## src/rtl/alu_arbiter.sv

```systemverilog
// Two-port round-robin arbiter and sequencer for a shared 32-bit ALU.
// It accepts one operation at a time and drives the registered ALU inputs.
// Operands are held for one cycle, or MC_LAT cycles for div/rem.
// It then captures the ALU result and returns it with the owning requester id.
module alu_arbiter #(
  parameter int MC_LAT = 3  // operand hold cycles for div/rem, 1..15
) (
  input  logic        clk,
  input  logic        rst,
  input  logic        req0_valid,
  input  logic [31:0] req0_x,
  input  logic [31:0] req0_y,
  input  logic [3:0]  req0_s,
  input  logic        req0_un,
  output logic        req0_ready,
  input  logic        req1_valid,
  input  logic [31:0] req1_x,
  input  logic [31:0] req1_y,
  input  logic [3:0]  req1_s,
  input  logic        req1_un,
  output logic        req1_ready,
  output logic [31:0] alu_x,
  output logic [31:0] alu_y,
  output logic [3:0]  alu_s,
  output logic        alu_un,
  input  logic [31:0] alu_result,
  input  logic        alu_equal,
  output logic        rsp_valid,
  output logic        rsp_id,
  output logic [31:0] rsp_result,
  output logic        rsp_equal
);

  typedef enum logic {
    IDLE = 1'b0,
    EXEC = 1'b1
  } state_t;

  localparam logic [3:0] OP_DIV  = 4'b1001;
  localparam logic [3:0] OP_REM  = 4'b1010;
  localparam logic [3:0] MC_LOAD = 4'(MC_LAT - 1);

  state_t      state_q, state_d;
  logic [3:0]  cnt_q, cnt_d;
  logic        last_grant_q, last_grant_d;
  logic        pend_id_q, pend_id_d;
  logic [31:0] alu_x_q, alu_x_d;
  logic [31:0] alu_y_q, alu_y_d;
  logic [3:0]  alu_s_q, alu_s_d;
  logic        alu_un_q, alu_un_d;
  logic        rsp_valid_q, rsp_valid_d;
  logic        rsp_id_q, rsp_id_d;
  logic [31:0] rsp_result_q, rsp_result_d;
  logic        rsp_equal_q, rsp_equal_d;

  logic        grant_en;
  logic        grant_id;
  logic [31:0] win_x;
  logic [31:0] win_y;
  logic [3:0]  win_s;
  logic        win_un;

  // Round-robin winner selection and combinational ready; never granted in EXEC or reset.
  always_comb begin
    // NOTE: every signal driven here gets a value on every path, so no latch is inferred.
    grant_en   = (state_q == IDLE) && !rst && (req0_valid || req1_valid);
    grant_id   = (req0_valid && req1_valid) ? ~last_grant_q : req1_valid;
    req0_ready = grant_en && !grant_id;
    req1_ready = grant_en && grant_id;
    win_x      = grant_id ? req1_x  : req0_x;
    win_y      = grant_id ? req1_y  : req0_y;
    win_s      = grant_id ? req1_s  : req0_s;
    win_un     = grant_id ? req1_un : req0_un;
  end

  // Next-state logic: accept in IDLE, count down the hold time in EXEC, then respond.
  always_comb begin
    state_d      = state_q;
    cnt_d        = cnt_q;
    last_grant_d = last_grant_q;
    pend_id_d    = pend_id_q;
    alu_x_d      = alu_x_q;
    alu_y_d      = alu_y_q;
    alu_s_d      = alu_s_q;
    alu_un_d     = alu_un_q;
    rsp_valid_d  = 1'b0;
    rsp_id_d     = rsp_id_q;
    rsp_result_d = rsp_result_q;
    rsp_equal_d  = rsp_equal_q;
    unique case (state_q)
      IDLE: begin
        if (grant_en) begin
          alu_x_d      = win_x;
          alu_y_d      = win_y;
          alu_s_d      = win_s;
          alu_un_d     = win_un;
          pend_id_d    = grant_id;
          last_grant_d = grant_id;
          cnt_d        = (win_s == OP_DIV || win_s == OP_REM) ? MC_LOAD : 4'd0;
          state_d      = EXEC;
        end
      end
      EXEC: begin
        if (cnt_q != 4'd0) begin
          cnt_d = cnt_q - 4'd1;
        end else begin
          // Opcodes 1100..1111 have no defined result and always return zero.
          rsp_result_d = (alu_s_q[3:2] == 2'b11) ? 32'd0 : alu_result;
          rsp_equal_d  = alu_equal;
          rsp_id_d     = pend_id_q;
          rsp_valid_d  = 1'b1;
          state_d      = IDLE;
        end
      end
      default: state_d = IDLE;
    endcase
  end

  // State register with synchronous reset; reset drops any in-flight operation.
  always_ff @(posedge clk) begin
    // NOTE: non-blocking assignments so every register samples pre-edge values.
    if (rst) begin
      state_q      <= IDLE;
      cnt_q        <= 4'd0;
      last_grant_q <= 1'b1;
      pend_id_q    <= 1'b0;
      alu_x_q      <= 32'd0;
      alu_y_q      <= 32'd0;
      alu_s_q      <= 4'd0;
      alu_un_q     <= 1'b0;
      rsp_valid_q  <= 1'b0;
      rsp_id_q     <= 1'b0;
      rsp_result_q <= 32'd0;
      rsp_equal_q  <= 1'b0;
    end else begin
      state_q      <= state_d;
      cnt_q        <= cnt_d;
      last_grant_q <= last_grant_d;
      pend_id_q    <= pend_id_d;
      alu_x_q      <= alu_x_d;
      alu_y_q      <= alu_y_d;
      alu_s_q      <= alu_s_d;
      alu_un_q     <= alu_un_d;
      rsp_valid_q  <= rsp_valid_d;
      rsp_id_q     <= rsp_id_d;
      rsp_result_q <= rsp_result_d;
      rsp_equal_q  <= rsp_equal_d;
    end
  end

  assign alu_x      = alu_x_q;
  assign alu_y      = alu_y_q;
  assign alu_s      = alu_s_q;
  assign alu_un     = alu_un_q;
  assign rsp_valid  = rsp_valid_q;
  assign rsp_id     = rsp_id_q;
  assign rsp_result = rsp_result_q;
  assign rsp_equal  = rsp_equal_q;

endmodule
```

## config.mk

```make
export PLATFORM = sky130hd
export DESIGN_NAME = alu_arbiter
export DESIGN_NICKNAME = d
export VERILOG_FILES = /design/src/rtl/alu_arbiter.sv
export SDC_FILE = /design/constraint.sdc
export NUM_CORES = 1
export LEC_CHECK = 0
export BUFFER_PORTS_ARGS = -buffer_cell sky130_fd_sc_hd__buf_2
export CORE_AREA = 4 4 108 110
export CTS_BUF_LIST = sky130_fd_sc_hd__clkbuf_8
export DETAILED_ROUTE_END_ITERATION = 16
export DIE_AREA = 0 0 112 114
export PLACE_DENSITY = 0.85
export SLEW_MARGIN = 10
export SYNTH_ARGS = -nofsm -noshare
export SYNTH_HDL_FRONTEND = slang
export SYNTH_SLANG_ARGS = --single-unit
```

## constraint.sdc

```tcl
create_clock -name clk -period 4.6 [get_ports clk]
set_input_delay 0.69 -clock clk [delete_from_list [all_inputs] [get_ports clk]]
set_output_delay 0.69 -clock clk [all_outputs]
set_load 0.02 [all_outputs]
```

# Word level (Yosys, flattened, before mapping)
# Index checks and enable logic that the tools add are counted.
# classes
add_sub_neg,1
eq_ne,5
mux,14
bitwise,3
n_reduce_logical,14
# op_table
cell,n
$mux 32,3
$mux 4,3
$eq 4x4->1 const B,2
$pmux 4 s2,1
$reduce_and 2->1,3
$logic_and 1x1->1,5
$mux 1,5
$reduce_bool 4->1,1
$sub 4x1->4 const B,1
$not 1->1,3
$eq 2x2->1 const B,1
$logic_not 1->1,2
$logic_or 1x1->1,2
$mux 2,1
$ne 2x1->1 const B,1
$ne 2x2->1 const B,1
$pmux 1 s2,1
$reduce_or 2->1,1
# totals
reg_bits,111
input_bits,175
output_inout_bits,106
word_cells,49

# Logic depth before layout (Yosys ltp)
# Gate-level depths: netlist of the first run.
# depth
depth_word,8
mapped_depth,7
mapped_depth_nobuf,6

# Worst setup path before layout of the first run
# No wires, ideal clock.
# synth_timing
path_type,input to output
from,input rst
to,output req0_ready
arrival_ns,1.375
required_ns,3.910
slack_ns,2.535
stages,4
path_cell_list,buf_2 -> nor2_1 -> and3_1 -> buf_2
# synth_via
elab_chain_len,4
# synth_lines
element,line_no,source
from (decl),9,"input logic rst,"
$logic_not 1->1,66,grant_en = (state_q == IDLE) && !rst && (req0_valid || req1_valid);
$logic_and 1x1->1 (2 in a row),66,
$logic_and 1x1->1,68,req0_ready = grant_en && !grant_id;
to (decl),15,"output logic req0_ready,"
# No other way between the ends.

# Worst setup path in the final report of the first run
# Same ends and word-level chain as after synthesis.

==> results.md, run 1 <==
* Outcome: finished clean
* Vias at 4,313
* Drt drc at 0
* Mux share of post-synthesis cell area at 12.3%
* Post-Synth XOR/XNOR Area at 0.370%
* Max frequency at 0.399 GHz
* Die Area at 12,800 um^2
* Post-cts resize count at 0
* Netlist cell types at 36
* Avg Inst Size Synth at 11.0 um^2
* DR iter-0 viols at 281
* CTS clock-pin slew for the worst setup and hold paths at 100 ps
* GRT Overall Usage at 19.9%
* Max-slew headroom at 28.6%
* Buffers added on ports at 280
* Post-CTS Setup Bufs at 0
* Hold path depth at 2
* Final period utilization at 54.5%
* Pwr dens at 344 nW/um^2
* Hold Crit Class: flip-flop to flip-flop
* CP Max Fanout at 32
* Buf+Inv Stages, Crit Path at 2
* Number of CTS-inserted buffers at 9
* Hold Path Sink: rsp_equal$_SDFFE_PP0P_
* Die X at 112 um
* Hold path start: rsp_equal$_SDFFE_PP0P_
* CTS root buffer: clkbuf_8
* Slew @ Worst Pin at 1070 ps
* DP Area at 6110 um^2
* Leading area contributor after synthesis: dfxtp_1
* Slowest cell on crit path: and3_1
* H-tree Lvls at 3
* CP Class: input port to output port
* Setup violators final at 0
* Pre-CTS WS at 1800 ps
* Routed WL at 13.4 mm
* Drt via density at 5.17
* Layout area overhead at 33.6%
* Placed insts at 816
* WL/cell at 16.1 um
* First-pass GRT wire length at 20.6 mm
* R2r worst-path depth at 5
* Largest cells by area after synthesis: dfxtp_1 47%, mux2i_1 12%, a211oi_2 12%
* Critical path arrival at 1820 ps
* # IOs at 281
* Final instance area at 6320 um^2
* Grt ovf at 0
* Worst setup margin at 2090 ps
* Worst IR Drop VDD at 0.000187 V
* Compound-Gate Fraction of Synth Area at 25.2%
* R2R setup slack at 2440 ps
* Gate Count Post-Synth at 431
* CP endpoint kind: output port
* Initial antenna violation count at 3
* Core area at 10,700 um^2
* Commonest non-fill, non-tap cell in the layout: buf_2
* ANT nets after route at 0
* Startpoint Class: input port
* Synth Cell Area at 4730 um^2
* Seq/Total Area, Yosys at 47.0%
* # clock sinks at 111
* Maxcap violations at 0
* Worst path max stage delay at 460 ps
* Post-synthesis adder-cell area fraction at 0.265%
* R2R Path Start: state_q$_SDFF_PP0_
* Fraction of registers with async set/reset at 0%
* Yosys top cell area share at 47.0%
* Crit path cell chain: buf_4 -> nor2_1 -> and3_1 -> buf_2
* Largest net degree at the start of global routing at 61
* CTS tree: yes
* RSZ-0062 raised after global routing: no
* Fill cell count at 910
* Fin Setup TNS at 0 ps
* Final core utilization at 59.1%
* Req. time, crit path at 3910 ps
* Largest family of logic cells by synthesized area: compound AO/OA/AOI/OAI gates
* Detailed-placement wirelength estimate at 10.2 mm
* Setup Skew at 12.6 ps
* Vias in the first global route at 4,233
* Gpl congestion at 0.897
* Net count after synthesis at 607
* Cell family with most CP delay: simple AND/OR/NAND/NOR gates
* Final Net Count at 864
* Initial Utilization at 44.2%
* Layout cells sized above 1 at 51.8%
* Commonest cells after routing, fill and taps aside: 279 x buf_2, 111 x dfxtp_1, 76 x nor2_1
* Post-synth EDFFs at 0
* Simple-Gate Fraction of Synth Area at 9.31%
* Die Y at 114 um
* Final min period at 2510 ps
* Layout Cells excl Fill at 834
* Slew Limit Fails at 0
* Clock Path Buffers at 2
* DR pass1 iterations at 5
* Flops & latches, synth at 111
* Endpoints failing hold at 0
* R2r endpoint: alu_x[30]$_SDFFE_PP0P_
* Top_reg_cell synth: dfxtp_1
* Hold Buf Count CTS at 0
* Static Leakage at 2.99 nW
* Site row count at 38
* Worst skew pair latency at 370 ps
* Yosys warnings at 0
==> cells in the mapped netlist, types with 3 or more instances <==
| master | n |
|---|---|
| a211oi_1 | 12 |
| a211oi_2 | 46 |
| a21oi_1 | 6 |
| a222oi_1 | 11 |
| a22o_1 | 32 |
| a31o_2 | 3 |
| and2_1 | 3 |
| buf_2 | 9 |
| buf_4 | 13 |
| buf_6 | 6 |
| clkbuf_1 | 9 |
| dfxtp_1 | 111 |
| inv_1 | 4 |
| mux2i_1 | 58 |
| nand2_1 | 5 |
| nand3_1 | 3 |
| nor2_1 | 77 |
| nor3_1 | 4 |
==> worst max path at each step <==
| stage | end | startpoint | cells past startpoint | slack, ps |
|---|---|---|---|---|
| floorplan | req0_ready | rst | 4 | 2530 |
| global placement | rsp_result[2]$_SDFFE_PP0P_ | rst | 4 | 1930 |
| detailed placement | rsp_result[24]$_SDFFE_PP0P_ | rst | 4 | 1800 |
| CTS | req1_ready | rst | 4 | 2100 |
| global route | req0_ready | rst | 4 | 2020 |
| finish | req0_ready | rst | 4 | 2090 |
==> stage by stage <==
step,hold WS (ps),power [W]
after global placement,450,0.00161
after floorplan,432,0.00145
after detailed placement,461,0.00163
after global routing,504,0.00228
final,480,0.00217
after CTS,481,0.00219
==> sequential cells by signal, indices dropped and copies added (netlist names) <==
| name | cells |
|---|---|
| alu_s | 4 |
| alu_un | 1 |
| alu_x | 32 |
| alu_y | 32 |
| cnt_q | 4 |
| last_grant_q | 1 |
| pend_id_q | 1 |
| rsp_equal | 1 |
| rsp_id | 1 |
| rsp_result | 32 |
| rsp_valid | 1 |
| state_q | 1 |
==> report_power, final <==
part / leakage, nW / switching [W] / total [W] / internal, W
logic: 1.98 / 0.000309 / 0.000527 / 0.000217
registers: 0.912 / 0.0000422 / 0.00108 / 0.00104
clock network: 0.0886 / 0.000349 / 0.000569 / 0.000221
==> metal layers <==
metal	track usage (%)	vias up	wire, um
li1	-	2102	-
met1	23.4	1993	5270
met4	5.93	4	153
met3	5.68	16	1180
met5	0	-	25
met2	35.3	198	6760
==> cell type report <==
cell class	count	area (um^2)	area share, %
clock inverter	6	53.8	0.851
inverter	4	15.0	0.238
clock buffer	10	138	2.18
timing repair buffer	284	1450	23.0
multi-input combinational	278	2260	35.8
sequential	111	2220	35.2
tap	140	175	2.77
antenna	1	2.50	0.0396
==> cells by family after synthesis <==
kind of cell / Yosys count
simple gates: 100
mux: 58
buf+inv: 42
fa+ha+maj: 1
flops: 111
xor+xnor: 2
compound gates: 117
==> tightest hold or removal path, cell delays in order, from the launching register on <==
cell,delay [ps]
dfxtp_1,340
nand2_1,60
a21oi_1,50
(Power assumes the default switching activity.)
==> inputs of run 2 (changes only) <==
--- a/config.mk
+++ b/config.mk
@@ -6,11 +6,12 @@
 export NUM_CORES = 1
 export LEC_CHECK = 0
 export BUFFER_PORTS_ARGS = -buffer_cell sky130_fd_sc_hd__buf_2
-export CORE_AREA = 4 4 108 110
+export CORE_ASPECT_RATIO = 1.1
+export CORE_MARGIN = 4
+export CORE_UTILIZATION = 41
 export CTS_BUF_LIST = sky130_fd_sc_hd__clkbuf_8
 export DETAILED_ROUTE_END_ITERATION = 16
-export DIE_AREA = 0 0 112 114
-export PLACE_DENSITY = 0.85
+export PLACE_DENSITY = 0.83
 export SLEW_MARGIN = 10
 export SYNTH_ARGS = -nofsm -noshare
 export SYNTH_HDL_FRONTEND = slang
==> constraint.sdc (replaced) <==
create_clock -name clk -period 2.25 [get_ports clk]
set_input_delay 0.3375 -clock clk [delete_from_list [all_inputs] [get_ports clk]]
set_output_delay 0.3375 -clock clk [all_outputs]
set_load 0.02 [all_outputs]
==> results.md, run 2 (synthesis results as in run 1) <==
* Outcome: finished clean
* Req. time, crit path at 1910 ps (-2000 ps)
* Core area at 11,100 um^2 (+3.9%)
* Critical path arrival at 1630 ps (-190 ps)
* Startpoint Class: flip-flop
* Post-CTS Setup Bufs at 0 (unchanged)
* Met1 wire length at 5.36 mm (+1.7%)
* Commonest non-fill, non-tap cell in the layout: buf_2
* Worst setup path start: state_q$_SDFF_PP0_
* Drt via density at 5.21 (+0.81%)
* Vias in the first global route at 4,487 (+6.0%)
* Clock Path Buffers at 2 (unchanged)
* Multi-input gate area at 2250 um^2 (-0.22%)
* Gpl congestion at 0.880 (-1.9%)
* WL/cell at 15.9 um (-0.97%)
* Crit path to: req0_ready
* CP endpoint kind: output port
* Fin Setup TNS at 0 ps (unchanged)
* R2r worst-path depth at 7 (+2)
* Initial antenna violation count at 0 (-3)
* Worst IR Drop VDD at 0.000362 V (+94%)
* Site row count at 40 (+5.3%)
* Setup violators final at 0 (unchanged)
* Pwr dens at 721 nW/um^2 (+110%)
* # clock sinks at 111 (unchanged)
* R2R Path Start: cnt_q[0]$_SDFFE_PP0P_
* Post-cts resize count at 0 (unchanged)
* Detailed-placement wirelength estimate at 10.5 mm (+3.1%)
* Slew Limit Fails at 0 (unchanged)
* CP Max Fanout at 13 (-59%)
* Hold Crit Class: input port to flip-flop
* Die X at 110 um (-1.4%)
* Endpoints failing hold at 0 (unchanged)
* R2r endpoint: rsp_result[21]$_SDFFE_PP0P_
* Static Leakage at 3.06 nW (+2.5%)
* Initial Utilization at 42.6% (-1.6 points)
* Final min period at 1970 ps
* Max-slew headroom at 48.8% (+20 points)
* Number of CTS-inserted buffers at 9 (unchanged)
* Wire length on met2 at 6.93 mm (+2.5%)
* Hold Buf Count CTS at 0 (unchanged)
* First-pass GRT wire length at 21.2 mm (+2.6%)
* Layout cells sized above 1 at 52.4% (+0.62 points)
* Grt ovf at 0 (unchanged)
* Final Net Count at 873 (+1.0%)
* Buffers added on ports at 280 (unchanged)
* Largest net degree at the start of global routing at 57 (-6.6%)
* ANT nets after route at 0 (unchanged)
* CP Class: flip-flop to output port
* # IOs at 281 (unchanged)
* Maxcap violations at 0 (unchanged)
* Drt drc at 0 (unchanged)
* Layout area overhead at 35.9%
* Die Y at 121 um (+5.8%)
* CTS root buffer: clkbuf_8
* Die Area at 13,300 um^2 (+4.3%)
* Max frequency at 0.508 GHz
* GRT Overall Usage at 19.1% (-0.77 points)
* CTS tree: yes
* DR iter-0 viols at 233 (-17%)
* Routed WL at 13.5 mm (+0.81%)
* CTS clock-pin slew for the worst setup and hold paths at 110 ps (about the same)
* Total power at 0.00464 W (+110%)
* Pre-CTS WS at 406 ps (-1400 ps)
* Worst skew pair latency at 360 ps (about the same)
* Commonest cells after routing, fill and taps aside: 279 x buf_2, 111 x dfxtp_1, 76 x nor2_1
* RSZ-0062 raised after global routing: no
* Vias at 4,426 (+2.6%)
* FF/Latch Area at 2220 um^2 (unchanged)
* Final period utilization at 87.5%
* Worst setup margin at 282 ps (-1810 ps)
* H-tree Lvls at 3 (unchanged)
* Metal3 WL at 981 um (-17%)
* Slew @ Worst Pin at 768 ps (-300 ps)
* Setup Skew at 10.7 ps (-1.93 ps)
* R2R setup slack at 400 ps (-2040 ps)
* DR pass1 iterations at 8 (+3)
* # diodes at 0 (-1)
* Fill cell count at 991 (+8.9%)
* Highest routed layer: met4
==> run 2: changes by cell type in the layout (fill, tap and decap cells not counted), sizes merged <==
cell and change:
buf +9, bufinv +2, clkbuf -1, clkinv +1
clkinvlp -3, diode -1, inv +1
==> run 2: how the worst min path moves through the flow <==
stage | start | end | slack (ps) | depth (start not counted)
6_report | alu_result[11] | rsp_result[11]$_SDFFE_PP0P_ | 180 | 2
5_1_grt | alu_result[11] | rsp_result[11]$_SDFFE_PP0P_ | 150 | 2
4_1_cts | alu_result[11] | rsp_result[11]$_SDFFE_PP0P_ | 160 | 2
3_5_place_dp | rsp_id$_SDFFE_PP0P_ | rsp_id$_SDFFE_PP0P_ | 450 | 2
3_3_place_gp | rsp_equal$_SDFFE_PP0P_ | rsp_equal$_SDFFE_PP0P_ | 440 | 2
2_1_floorplan | pend_id_q$_SDFFE_PP0P_ | rsp_id$_SDFFE_PP0P_ | 430 | 2
==> run 2: cell type report <==
class,instances,area share [%]
clock inverter,7,1.60
timing repair buffer,293,23.7
inverter,4,0.234
multi-input combinational,278,35.1
sequential,111,34.6
clock buffer,9,1.93
tap,147,2.86
==> run 2: per-stage QoR <==
stage	instances	hold WS [ps]	utilization, %	cell area (um^2)
floorplan	431	432	-	4730
global placement	833	442	55.8	6200
detailed placement	833	449	55.8	6200
CTS	849	159	57.9	6430
global route	849	147	57.9	6430
finish	849	176	57.9	6430
==> run 2: critical path, stage by stage (launching register included) <==
cell,delay (ps)
dfxtp_1,420
nor2_1,150
and3_1,450
buf_2,250
==> run 2: power by group <==
| group | switching [W] | internal [W] | total, W |
|---|---|---|---|
| clock | 0.000690 | 0.000644 | 0.00133 |
| sequential | 0.0000868 | 0.00212 | 0.00221 |
| combinational | 0.000640 | 0.000458 | 0.00110 |
==> run 2: layer usage <==
metal  GRT usage [%]  vias to the layer above
li1                -                     2115
met1            21.9                     2093
met2            34.5                      195
met3            5.36                       23
met4            6.00                        0
met5               0                        -
==> inputs of run 3 (changes only) <==
--- a/config.mk
+++ b/config.mk
@@ -11,7 +11,8 @@
 export CORE_UTILIZATION = 41
 export CTS_BUF_LIST = sky130_fd_sc_hd__clkbuf_8
 export DETAILED_ROUTE_END_ITERATION = 16
-export PLACE_DENSITY = 0.83
+export HOLD_SLACK_MARGIN = 0.06
+export PLACE_DENSITY = 0.79
 export SLEW_MARGIN = 10
 export SYNTH_ARGS = -nofsm -noshare
 export SYNTH_HDL_FRONTEND = slang
==> results.md, run 3 (synthesis results as in run 1) <==
* Outcome: finished clean
* H-tree Lvls at 3 (unchanged)
* Commonest cells after routing, fill and taps aside: 279 x buf_2, 111 x dfxtp_1, 76 x nor2_1
* Endpoints failing hold at 0 (unchanged)
* CTS tree: yes
* WL/cell at 16.1 um (+1.1%)
* Setup Skew at 8.21 ps (-2.49 ps)
* Worst IR Drop VDD at 0.000382 V (+5.4%)
* Startpoint Class: flip-flop
* Req. time, crit path at 1910 ps (about the same)
* Drt drc at 0 (unchanged)
* Fin Setup TNS at 0 ps (unchanged)
* Die Y at 121 um (unchanged)
* Detailed-placement wirelength estimate at 10.6 mm (+0.69%)
* DR pass1 iterations at 5 (-3)
* Layout area overhead at 35.2%
* Fill cell count at 984 (-0.71%)
* CTS root buffer: clkbuf_8
* Slew @ Worst Pin at 1050 ps (+287 ps)
* Grt ovf at 0 (unchanged)
* FF/Latch Area at 2220 um^2 (unchanged)
* Drt via density at 5.17 (-0.83%)
* Crit path cell chain: nor2_1 -> and3_1 -> buf_2
* CTS clock-pin slew for the worst setup and hold paths at 100 ps (about the same)
* Buffers added on ports at 280 (unchanged)
* Initial antenna violation count at 0 (unchanged)
* Final Net Count at 871 (-0.23%)
* Buf+Inv Stages, Crit Path at 1 (unchanged)
* Routed WL at 13.6 mm (+0.85%)
* # IOs at 281 (unchanged)
* Max-slew headroom at 29.5% (-19 points)
* CP Class: flip-flop to output port
* Site row count at 40 (unchanged)
* Layout cells sized above 1 at 52.3% (-0.14 points)
* ANT nets after route at 0 (unchanged)
* Cell family with most CP delay: simple AND/OR/NAND/NOR gates
* CP Max Fanout at 13 (unchanged)
* Maxcap violations at 0 (unchanged)
* # diodes at 0 (unchanged)
* Die X at 110 um (unchanged)
* Core area at 11,100 um^2 (unchanged)
* First-pass GRT wire length at 21.5 mm (+1.4%)
* Slew Limit Fails at 0 (unchanged)
* Slowest cell on crit path: and3_1
* Setup violators final at 0 (unchanged)
* Static Leakage at 3.04 nW (-0.77%)
* Post-cts resize count at 0 (unchanged)
* Hold Crit Class: input port to flip-flop
* Final period utilization at 87.8% (+0.31 points)
* Clock Path Buffers at 2 (unchanged)
* Max frequency at 0.506 GHz (-0.35%)
* Pwr dens at 707 nW/um^2 (-2.0%)
* Post-CTS Setup Bufs at 0 (unchanged)
* Vias in the first global route at 4,466 (-0.47%)
* Worst path max stage delay at 460 ps (about the same)
* Worst skew pair latency at 370 ps (about the same)
* DR iter-0 viols at 296 (+27%)
* Hold Buf Count CTS at 0 (unchanged)
* Largest net degree at the start of global routing at 61 (+7.0%)
* Multi-input gate area at 2250 um^2 (unchanged)
* Commonest non-fill, non-tap cell in the layout: buf_2
* Gpl congestion at 0.810 (-7.9%)
* Initial Utilization at 42.6% (unchanged)
* Vias at 4,379 (-1.1%)
* GRT Overall Usage at 19.6% (+0.44 points)
* Final min period at 1980 ps (+6.96 ps)
* RSZ-0062 raised after global routing: no
* Total power at 0.00452 W (-2.5%)
* Die Area at 13,300 um^2 (unchanged)
* Number of CTS-inserted buffers at 9 (unchanged)
* Critical path arrival at 1640 ps (about the same)
* CP endpoint kind: output port
* # clock sinks at 111 (unchanged)
## run 3: changes by cell type in the layout (fill, tap and decap cells not counted)
cell,previous run,this run
clkbuf_8,9,10
inv_8,1,0
clkinvlp_4,0,1
clkinv_4,1,2
buf_4,12,10
bufinv_16,2,1
inv_6,2,1
## run 3: power by group
group	total, W	internal [W]	switching, W
Clock	0.00122	0.000552	0.000671
Combinational	0.00109	0.000455	0.000639
Sequential	0.00220	0.00212	0.0000850
## run 3: layout make-up
type	instances	share of cell area, %
well taps	147	2.88
repair buffers	291	23.6
flip-flops and latches	111	34.8
clock inverters	6	1.08
multi-input cells	278	35.3
clock buffers	10	2.15
inverters	4	0.235
## run 3: path summary, 6_finish.rpt
kind                            cells after the start  slack [ps]                           to              startpoint
worst max-delay path                                3         270                   req0_ready      state_q$_SDFF_PP0_
worst min-delay path                                2         180   rsp_result[8]$_SDFFE_PP0P_           alu_result[8]
worst min register to register                      2         460       rsp_equal$_SDFFE_PP0P_  rsp_equal$_SDFFE_PP0P_
worst max register to register                      7         400  rsp_result[19]$_SDFFE_PP0P_   cnt_q[0]$_SDFFE_PP0P_
## run 3: stage by stage
step                setup WS (ps)  util [%]  hold slack, ps  instances  cell area (um^2)
finish                        275      57.5             175        847              6390
global route                  141      57.5             147        847              6390
CTS                           240      57.5             148        847              6390
detailed placement            419      55.7             450        831              6190
global placement              496      55.7             445        831              6190
floorplan                     666         -             432        431              4730
## run 3: per-layer routing
layer	global-route usage (%)	share of wire, %	up-vias
li1	-	-	2116
met5	0	0	-
met1	21.6	39	2041
met4	7.01	2.2	0
met3	6.01	7.8	27
met2	35.4	51	195
